===== src/rtl/serial_tx.sv =====
// serial_tx: parallel-to-serial frame transmitter (start, DATA_W bits LSB first, optional parity, stop).
// Ports: CLK, RST (async active-low), DATA_IN/VALID/READY accept handshake, OUT serial line, BUSY = ~READY.
module serial_tx #(
  parameter int DATA_W = 8,
  parameter int DIV    = 4,
  parameter int PARITY = 0
) (
  input  logic              CLK,
  input  logic              RST,
  input  logic [DATA_W-1:0] DATA_IN,
  input  logic              VALID,
  output logic              READY,
  output logic              OUT,
  output logic              BUSY
);

  localparam int IW = (DATA_W > 1) ? $clog2(DATA_W) : 1;
  localparam logic [7:0] CNT_LD = 8'(DIV - 1);
  localparam logic [IW-1:0] IDX_LAST = IW'(DATA_W - 1);
  localparam logic ODD = (PARITY == 2);

  typedef enum logic [2:0] {
    S_IDLE,
    S_START,
    S_DATA,
    S_PAR,
    S_STOP
  } state_e;

  state_e            state_q, state_d;
  logic [7:0]        cnt_q, cnt_d;
  logic [IW-1:0]     idx_q, idx_d;
  logic [DATA_W-1:0] shift_q, shift_d;
  logic              out_q, out_d;
  logic              ready_q, ready_d;

  logic          tick;
  logic          par_bit;
  logic [IW-1:0] idx_nx;

  assign tick    = (cnt_q == 8'd0);
  assign par_bit = (^shift_q) ^ ODD;
  assign idx_nx  = idx_q + IW'(1);

  always_ff @(posedge CLK or negedge RST) begin
    if (!RST) begin
      state_q <= S_IDLE;
      cnt_q   <= '0;
      idx_q   <= '0;
      shift_q <= '0;
      out_q   <= 1'b1;
      ready_q <= 1'b1;
    end else begin
      state_q <= state_d;
      cnt_q   <= cnt_d;
      idx_q   <= idx_d;
      shift_q <= shift_d;
      out_q   <= out_d;
      ready_q <= ready_d;
    end
  end

  // Each transition loads the level of the upcoming bit into out_q,
  // so OUT changes on the same edge the state changes.
  always_comb begin
    state_d = state_q;
    cnt_d   = cnt_q;
    idx_d   = idx_q;
    shift_d = shift_q;
    out_d   = out_q;
    ready_d = ready_q;
    unique case (state_q)
      S_IDLE: begin
        if (VALID && ready_q) begin
          state_d = S_START;
          shift_d = DATA_IN;
          cnt_d   = CNT_LD;
          idx_d   = '0;
          out_d   = 1'b0;
          ready_d = 1'b0;
        end
      end
      S_START: begin
        if (tick) begin
          state_d = S_DATA;
          cnt_d   = CNT_LD;
          idx_d   = '0;
          out_d   = shift_q[0];
        end else begin
          cnt_d = cnt_q - 8'd1;
        end
      end
      S_DATA: begin
        if (tick) begin
          cnt_d = CNT_LD;
          if (idx_q == IDX_LAST) begin
            if (PARITY != 0) begin
              state_d = S_PAR;
              out_d   = par_bit;
            end else begin
              state_d = S_STOP;
              out_d   = 1'b1;
            end
          end else begin
            idx_d = idx_nx;
            out_d = shift_q[idx_nx];
          end
        end else begin
          cnt_d = cnt_q - 8'd1;
        end
      end
      S_PAR: begin
        if (tick) begin
          state_d = S_STOP;
          cnt_d   = CNT_LD;
          out_d   = 1'b1;
        end else begin
          cnt_d = cnt_q - 8'd1;
        end
      end
      S_STOP: begin
        if (tick) begin
          state_d = S_IDLE;
          cnt_d   = '0;
          idx_d   = '0;
          out_d   = 1'b1;
          ready_d = 1'b1;
        end else begin
          cnt_d = cnt_q - 8'd1;
        end
      end
      default: begin
        state_d = S_IDLE;
        cnt_d   = '0;
        idx_d   = '0;
        out_d   = 1'b1;
        ready_d = 1'b1;
      end
    endcase
  end

  assign OUT   = out_q;
  assign READY = ready_q;
  assign BUSY  = ~ready_q;

endmodule


===== config.mk =====
export PLATFORM = sky130hd
export DESIGN_NAME = serial_tx
export DESIGN_NICKNAME = d
export VERILOG_FILES = /design/src/rtl/serial_tx.sv
export SDC_FILE = /design/constraint.sdc
export NUM_CORES = 1
export LEC_CHECK = 0
export ABC_AREA = 1
export CORE_MARGIN = 2
export CORE_UTILIZATION = 40
export DETAILED_ROUTE_END_ITERATION = 6
export PLACE_DENSITY = 0.62
export SETUP_SLACK_MARGIN = 0.2
export SYNTH_ARGS = -nofsm -noshare
export SYNTH_HDL_FRONTEND = slang
export SYNTH_SLANG_ARGS = --single-unit

===== constraint.sdc =====
create_clock -name CLK -period 2.7 [get_ports CLK]
set_input_delay 0.54 -clock CLK [delete_from_list [all_inputs] [get_ports CLK]]
set_output_delay 0.54 -clock CLK [all_outputs]
set_load 0.05 [all_outputs]

# Word-level counts from Yosys, hierarchy flattened
# Index checks and enable logic that the tools add are counted.
[word_totals] reg_bits=24 word_cells=61
[classes] addsub=2 order_cmp=1 n_eq_ne=14 mux=24 n_bitwise=3 n_reduce_logical=11
[op_table] cell="2-to-1 mux 3 bit" n=9
[op_table] cell="2-to-1 mux 8 bit" n=3
[op_table] cell="case mux 8 bit (3 select lines)" n=1
[op_table] cell="case mux 3 bit (5 select lines)" n=1
[op_table] cell="inequality test 2 bit (second input constant)" n=7
[op_table] cell="case mux 3 bit (4 select lines)" n=1
[op_table] cell="zero test 8 bit" n=1
[op_table] cell="subtractor 8 x 1 -> 8 bit (second input constant)" n=1
[op_table] cell="== test 3 x 2 -> 1 bit (second input constant)" n=2
[op_table] cell="== test 3 bit (second input constant)" n=2
[op_table] cell="2-to-1 mux 1 bit" n=6
[op_table] cell="AND reduction 6 bit" n=1
[op_table] cell="AND reduction 5 bit" n=1
[op_table] cell="< comparator 3 x 4 -> 1 bit (second input constant)" n=1
[op_table] cell="inequality test 2 x 1 -> 1 bit (second input constant)" n=2
[op_table] cell="case mux 1 bit (4 select lines)" n=1
[op_table] cell="AND reduction 4 bit" n=1
[op_table] cell="OR reduction 2 bit" n=2
[op_table] cell="adder 3 x 1 -> 3 bit (second input constant)" n=1
[op_table] cell="binary-select mux 1 bit (select 3 bit)" n=1
[op_table] cell="== test 3 x 1 -> 1 bit (second input constant)" n=1
[op_table] cell="zero test 3 bit" n=1
[op_table] cell="NOT 1 bit" n=3
[op_table] cell="case mux 1 bit (3 select lines)" n=1
[op_table] cell="other kinds (4)" n=4

# Logic depth before layout (Yosys ltp)
# Gate-level depths: netlist of the first run.
[logic_depth] depth_word=6 mapped_depth=11

# Least setup slack after synthesis of the first run
# Ideal clock, no wire load.
[synth_timing] kind="register to output" startpoint="reg ready_q (netlist: READY)" endpoint="out BUSY" arrival_ns=0.959 required_time_ns=2.160 path_slack_ns=1.201 stages_incl_launch_ff=2 n_path_buf=0 cell_sequence="dfstp_2 -> inv_1"
[synth_via] elab_chain_len=1
[synth_lines] element="from (decl)" line_no="35" text="logic ready_q, ready_d;"
[synth_lines] element="from (signal assigned)" line_no="59" text="ready_q <= ready_d;"
[synth_lines] element="NOT 1 bit" line_no="144" text="assign BUSY = ~ready_q;"
[synth_lines] element="to (decl)" line_no="14" text="output logic BUSY"
# Every way passes these cells.

# Final worst setup path of the first run
[layout_timing] startpoint="reg ready_q (netlist: READY)" endpoint="out READY"
[layout_lines] element="to (decl)" line_no="12" text="output logic READY,"
# No word-level cell between the ends.

==> results_dict.tcl, run 1 <==
set metrics [dict create \
    status "completed" \
    skew_ns 0.00685 \
    syn-cell-area_um2 1340 \
    power.density_nw_per_um2 1120 \
    vias_per_cell 4.76 \
    antenna_left 0 \
    die-area_um2 3840 \
    path_clk_slew_ns 0.14 \
    ctsHoldBuffers 0 \
    cts_resized 0 \
    clkSinkCount 24 \
    ys_ff_latch 24 \
    cts_htree_levels 1 \
    post_dp_cell_area_um2 1530 \
    rsz0062_at_grt "no" \
    overflow 0 \
    rr_worst_depth 8 \
    dp.cells 229 \
    total_power_mw 1.75 \
    seq_area_frac_synth_pct 44.9 \
    slowest_delay_ns 0.79 \
    worstSetupPathDepth 1 \
    stdcell_area_um2 1560 \
    clock_power_share_pct 11.2 \
    initial_utilization_pct 40.9 \
    setup_tns_ns 0 \
    n_antenna_cell 0 \
    holdPathStages 2 \
    internal_power_mw 0.920 \
    final_nets 203 \
    post_cts_buffers 0 \
    rows 21 \
    vdd_ir_drop_max_v 0.000395 \
    vias 1109 \
    p_leak_nw 0.757 \
    synth.distinct_cells 27 \
    cts_tree "yes" \
    p_switching_mw 0.831 \
    clock_path_buffers 2 \
    seqPwrFrac_pct 34.8 \
    grt_pass1_wl_um 4330 \
    instances_no_fill 233 \
    drc_errors 0 \
    timing.final.ws_setup_ns 0.482 \
    die_w_um 62.0 \
    first_pass_iters 4 \
    path_buf_inv 1 \
    whs_ns 0.491 \
    cp.arrival_ns 1.68 \
    switching_share_pct 47.5 \
    finalMaxSlewViolations 0 \
    dp_hpwl_um 1870 \
    min_period_over_period_pct 82.2 \
    cp-end-kind "output port" \
    startpoint_type "register" \
    regArea_um2 603 \
    antenna_found_initial 0 \
    ys.flop_type "dfrtp_1" \
    core_area_um2 3280 \
    setup_viol 0 \
    multi_input_area_um2 638 \
    cts-root-buf "clkbuf_4" \
    required_ns 2.16 \
    grt_max_degree 25 \
    worst_pin_slew_ns 0.500 \
    cp_top_family "buffers and inverters" \
    numPortBuffers 13 \
    drive_gt1_share_pct 18.2 \
    hold_path.class "reg -> reg" \
    period_minus_slack_ns 2.22 \
    fillers 344 \
    path_class "reg -> out" \
    slew_headroom_pct 66.6 \
    dp_worst_setup_slack_ns 0.849 \
    clk_latency_ns 0.32 \
    max_freq_ghz 0.451 \
    synth-edff-count 0 \
    drt_iter0_drc 55 \
    areaGrowthSynthToFinish_pct 16.4 \
    worst-path-max-fanout 3 \
    grt_pass1_vias 1039 \
    synth_nets 185 \
    fin_util_pct 47.6 \
    num_io_pins 14 \
    die_h_um 62.0 \
    wire_per_inst_um 10.3 \
    grt_use_total_pct 15.2 \
    syn_avg_cell_area_um2 7.90 \
    pwr-share-comb_pct 54.0 \
    hold_violations 0 \
    synthArstFlopShare_pct 100 \
    max_cap_violations 0 \
    wirelength_um 2410 \
    synthCells 170 \
    gp_congestion 0.803 \
    ys_warn_count 0 \
    crit_chain "clkdlybuf4s50_1" \
    cts_buffers 3 \
    crit_slowest_cell "clkdlybuf4s50_1" \
]
## cells by family (layout without fill, tap and decap cells)
group           count (synthesis)  after routing  share of synthesized area (%)
xor+xnor                        1              1                          0.652
flops                          24             24                           44.9
compound gates                 24             24                           11.0
buf+inv                        24             41                           7.64
fa+ha+maj                       4              4                           3.72
simple gates                   93             93                           32.1
## sequential cells by signal, summed over array words and instances, names as in the netlist
| register | cells |
|---|---|
| cnt_q | 8 |
| shift_q | 8 |
| idx_q | 3 |
| state_q | 3 |
| OUT | 1 |
| READY | 1 |
## cells in the final DEF (no fill, tap or decap), drive strengths merged
cell and count:
o211ai 1, a21boi 1, a21oi 3, nand2 68
ha 4, nor2 12, o31ai 1, dfstp 2
nand3b 2, a22oi 2, o21ai 16, xor2 1
dfrtp 22, clkbuf 4, inv 23, buf 1
nand3 9, nand4 1, clkdlybuf4s50 13, nor3 1
## per-layer routing
metal / global-route usage [%] / vias up / part of all wire, %
li1: - / 567 / -
met1: 20.2 / 524 / 49
met2: 25.0 / 18 / 48
met3: 2.48 / 0 / 3.1
met4: 5.47 / 0 / 0
met5: 0 / - / 0
## worst paths after layout
| path | from | to | slack, ns |
|---|---|---|---|
| max | READY | READY | 0.48 |
| min | shift_q[5] | shift_q[5] | 0.49 |
| max reg2reg | idx_q[0] | OUT | 1.11 |
| min reg2reg | shift_q[5] | shift_q[5] | 0.49 |
| max in group asynchronous | RST | OUT | 1.86 |
| min in group asynchronous | RST | cnt_q[7] | 0.55 |
## cells in the mapped netlist (4+ instances only)
cell / number / area share (%)
inv_2: 6 / 1.7
nand2_1: 57 / 16
nand2_2: 8 / 3.7
o21ai_0: 9 / 3.4
inv_1: 16 / 4.5
nor2_2: 4 / 1.9
nor2_1: 7 / 2.0
nand3_1: 9 / 3.4
dfrtp_1: 22 / 41
ha_1: 4 / 3.7
o21ai_1: 4 / 1.5
## area by class of cell
type	count	share of cell area (%)
Inverter	23	5.84
Clock buffer	4	2.32
Multi-Input combinational cell	122	40.8
Tap cell	46	3.68
Timing Repair Buffer	14	8.80
Sequential cell	24	38.6
## power by group through the flow
| stage | sequential, mW | combinational, mW | clock (mW) |
|---|---|---|---|
| after detailed placement | 0.619 | 0.954 | 0 |
| after CTS | 0.611 | 0.956 | 0.198 |
| after global routing | 0.634 | 1.07 | 0.217 |
| after floorplan | 0.649 | 0.717 | 0 |
| final | 0.609 | 0.946 | 0.196 |
| after global placement | 0.613 | 0.939 | 0 |
(Power assumes the default switching activity.)
==> run 2: changes to the inputs <==
clock period = 2.1 ns   (was 2.7 ns; I/O delays follow)
==> results_dict.tcl, run 2 (synthesis gave the netlist of run 1 again) <==
set metrics [dict create \
    status "completed" \
    clk_latency_ns 0.32 \
    die-area_um2 3840 \
    path_clk_slew_ns 0.14 \
    core_area_um2 3280 \
    startpoint_type "register" \
    grt_pass1_wl_um 4060 \
    crit_end "OUT" \
    cts-root-buf "clkbuf_4" \
    mostFrequentLayoutCells "nand2_1 (57), dfrtp_1 (22), inv_1 (16), clkdlybuf4s50_1 (10)" \
    first_pass_iters 4 \
    skew_ns 0.00752 \
    grt_use_total_pct 14.0 \
    wire_per_inst_um 10.2 \
    max_freq_ghz 0.554 \
    setup_viol 0 \
    crit_slowest_cell "dfstp_2" \
    worst_pin_slew_ns 0.486 \
    rows 21 \
    cp_top_family "flip-flops" \
    clock_path_buffers 2 \
    vias_per_cell 4.66 \
    n_antenna_cell 0 \
    switching_share_pct 47.7 \
    r2r_end "OUT" \
    layout_commonest_cell "nand2_1" \
    largestRegisters "cnt_q: 8 flops, shift_q: 8 flops" \
    cts_htree_levels 1 \
    clkSinkCount 24 \
    drt_iter0_drc 45 \
    power.density_nw_per_um2 1430 \
    p_leak_nw 0.760 \
    num_io_pins 14 \
    final_nets 203 \
    die_h_um 62.0 \
    hold_violations 0 \
    max_cap_violations 0 \
    fillers 312 \
    die_w_um 62.0 \
    path_class "reg -> out" \
    antenna_left 0 \
    areaGrowthSynthToFinish_pct 16.0 \
    min_period_over_period_pct 85.9 \
    hold_path.class "in -> async" \
    dp.cells 229 \
    seqPwrFrac_pct 35.2 \
    grt_max_degree 25 \
    initial_utilization_pct 40.9 \
    vias 1086 \
    finalMaxSlewViolations 0 \
    setup_tns_ns 0 \
    antenna_found_initial 0 \
    slowest_delay_ns 0.55 \
    pwr-share-comb_pct 53.5 \
    ctsHoldBuffers 0 \
    grt_pass1_vias 987 \
    rsz0062_at_grt "no" \
    cts_buffers 3 \
    worstSetupPathDepth 1 \
    startpoint "OUT" \
    internal_power_mw 1.17 \
    crit_chain "dlygate4sd2_1" \
    rr_worst_depth 8 \
    r2r_slack_ns 0.53 \
    instances_no_fill 233 \
    cts_resized 2 \
    required_ns 1.68 \
    drive_gt1_share_pct 18.7 \
    worst-path-max-fanout 2 \
    gp_congestion 0.807 \
    whs_ns 0.425 \
    clock_power_share_pct 11.3 \
    drc_errors 0 \
    path_buf_inv 1 \
    cp.arrival_ns 1.38 \
    cts_tree "yes" \
    r2r_start "idx_q[0]" \
    dp_hpwl_um 1850 \
    period_minus_slack_ns 1.80 \
    p_switching_mw 1.07 \
    overflow 0 \
    vdd_ir_drop_max_v 0.000433 \
    numPortBuffers 13 \
    slew_headroom_pct 67.7 \
    wirelength_um 2380 \
    post_cts_buffers 0 \
    cp-end-kind "output port" \
]
## run 2: cell count changes in the layout (fill, tap and decap cells not counted)
cell / change
clkdlybuf4s50_1: -3
buf_4: +1
dlygate4sd2_1: +2
## run 2: area by class of cell
type	count	area, um^2	area share (%)
clock buffers	4	36.3	2.33
inverters	23	91.3	5.86
multi-input cells	122	638	40.9
flip-flops and latches	24	603	38.7
well taps	46	57.6	3.69
repair buffers	14	133	8.51
## run 2: layer usage
metal	GRT usage (%)	part of all wire, %	routed length [um]	vias to the layer above
li1	-	-	-	572
met1	18.5	48	1130	491
met2	23.2	47	1130	20
met3	2.48	3.7	89	3
met4	4.56	1.1	25	0
met5	0	0	0	-
## run 2: through the flow
step	power, mW	setup slack (ns)	utilization (%)	cell area (um^2)
5_1_grt	2.43	0.256	47.5	1560
3_3_place_gp	1.99	0.383	46.4	1530
6_report	2.23	0.295	47.5	1560
3_5_place_dp	2.01	0.381	46.4	1530
4_1_cts	2.26	0.277	47.5	1560
2_1_floorplan	1.76	0.632	-	1340
## run 2: power by group through the flow
stage / Combinational [mW] / Clock (mW) / Sequential, mW
global placement: 1.20 / 0 / 0.789
detailed placement: 1.22 / 0 / 0.795
CTS: 1.21 / 0.263 / 0.785
floorplan: 0.921 / 0 / 0.834
global route: 1.34 / 0.276 / 0.814
finish: 1.19 / 0.251 / 0.786
## run 2: worst min-delay path by stage
| stage | start | to |
|---|---|---|
| CTS | RST | cnt_q[3] |
| finish | RST | cnt_q[3] |
| floorplan | RST | cnt_q[0] |
| detailed placement | shift_q[2] | shift_q[2] |
| global placement | shift_q[1] | shift_q[1] |
| global route | RST | cnt_q[7] |
## run 2: worst reg2reg max path, cell delays in order (launching register included)
cell and delay (ns):
dfrtp_1 0.48, ha_1 0.24, ha_1 0.33, inv_1 0.07
nand3_1 0.08, nand3b_1 0.07, nand3_1 0.07, nand2_1 0.06
a21oi_2 0.12
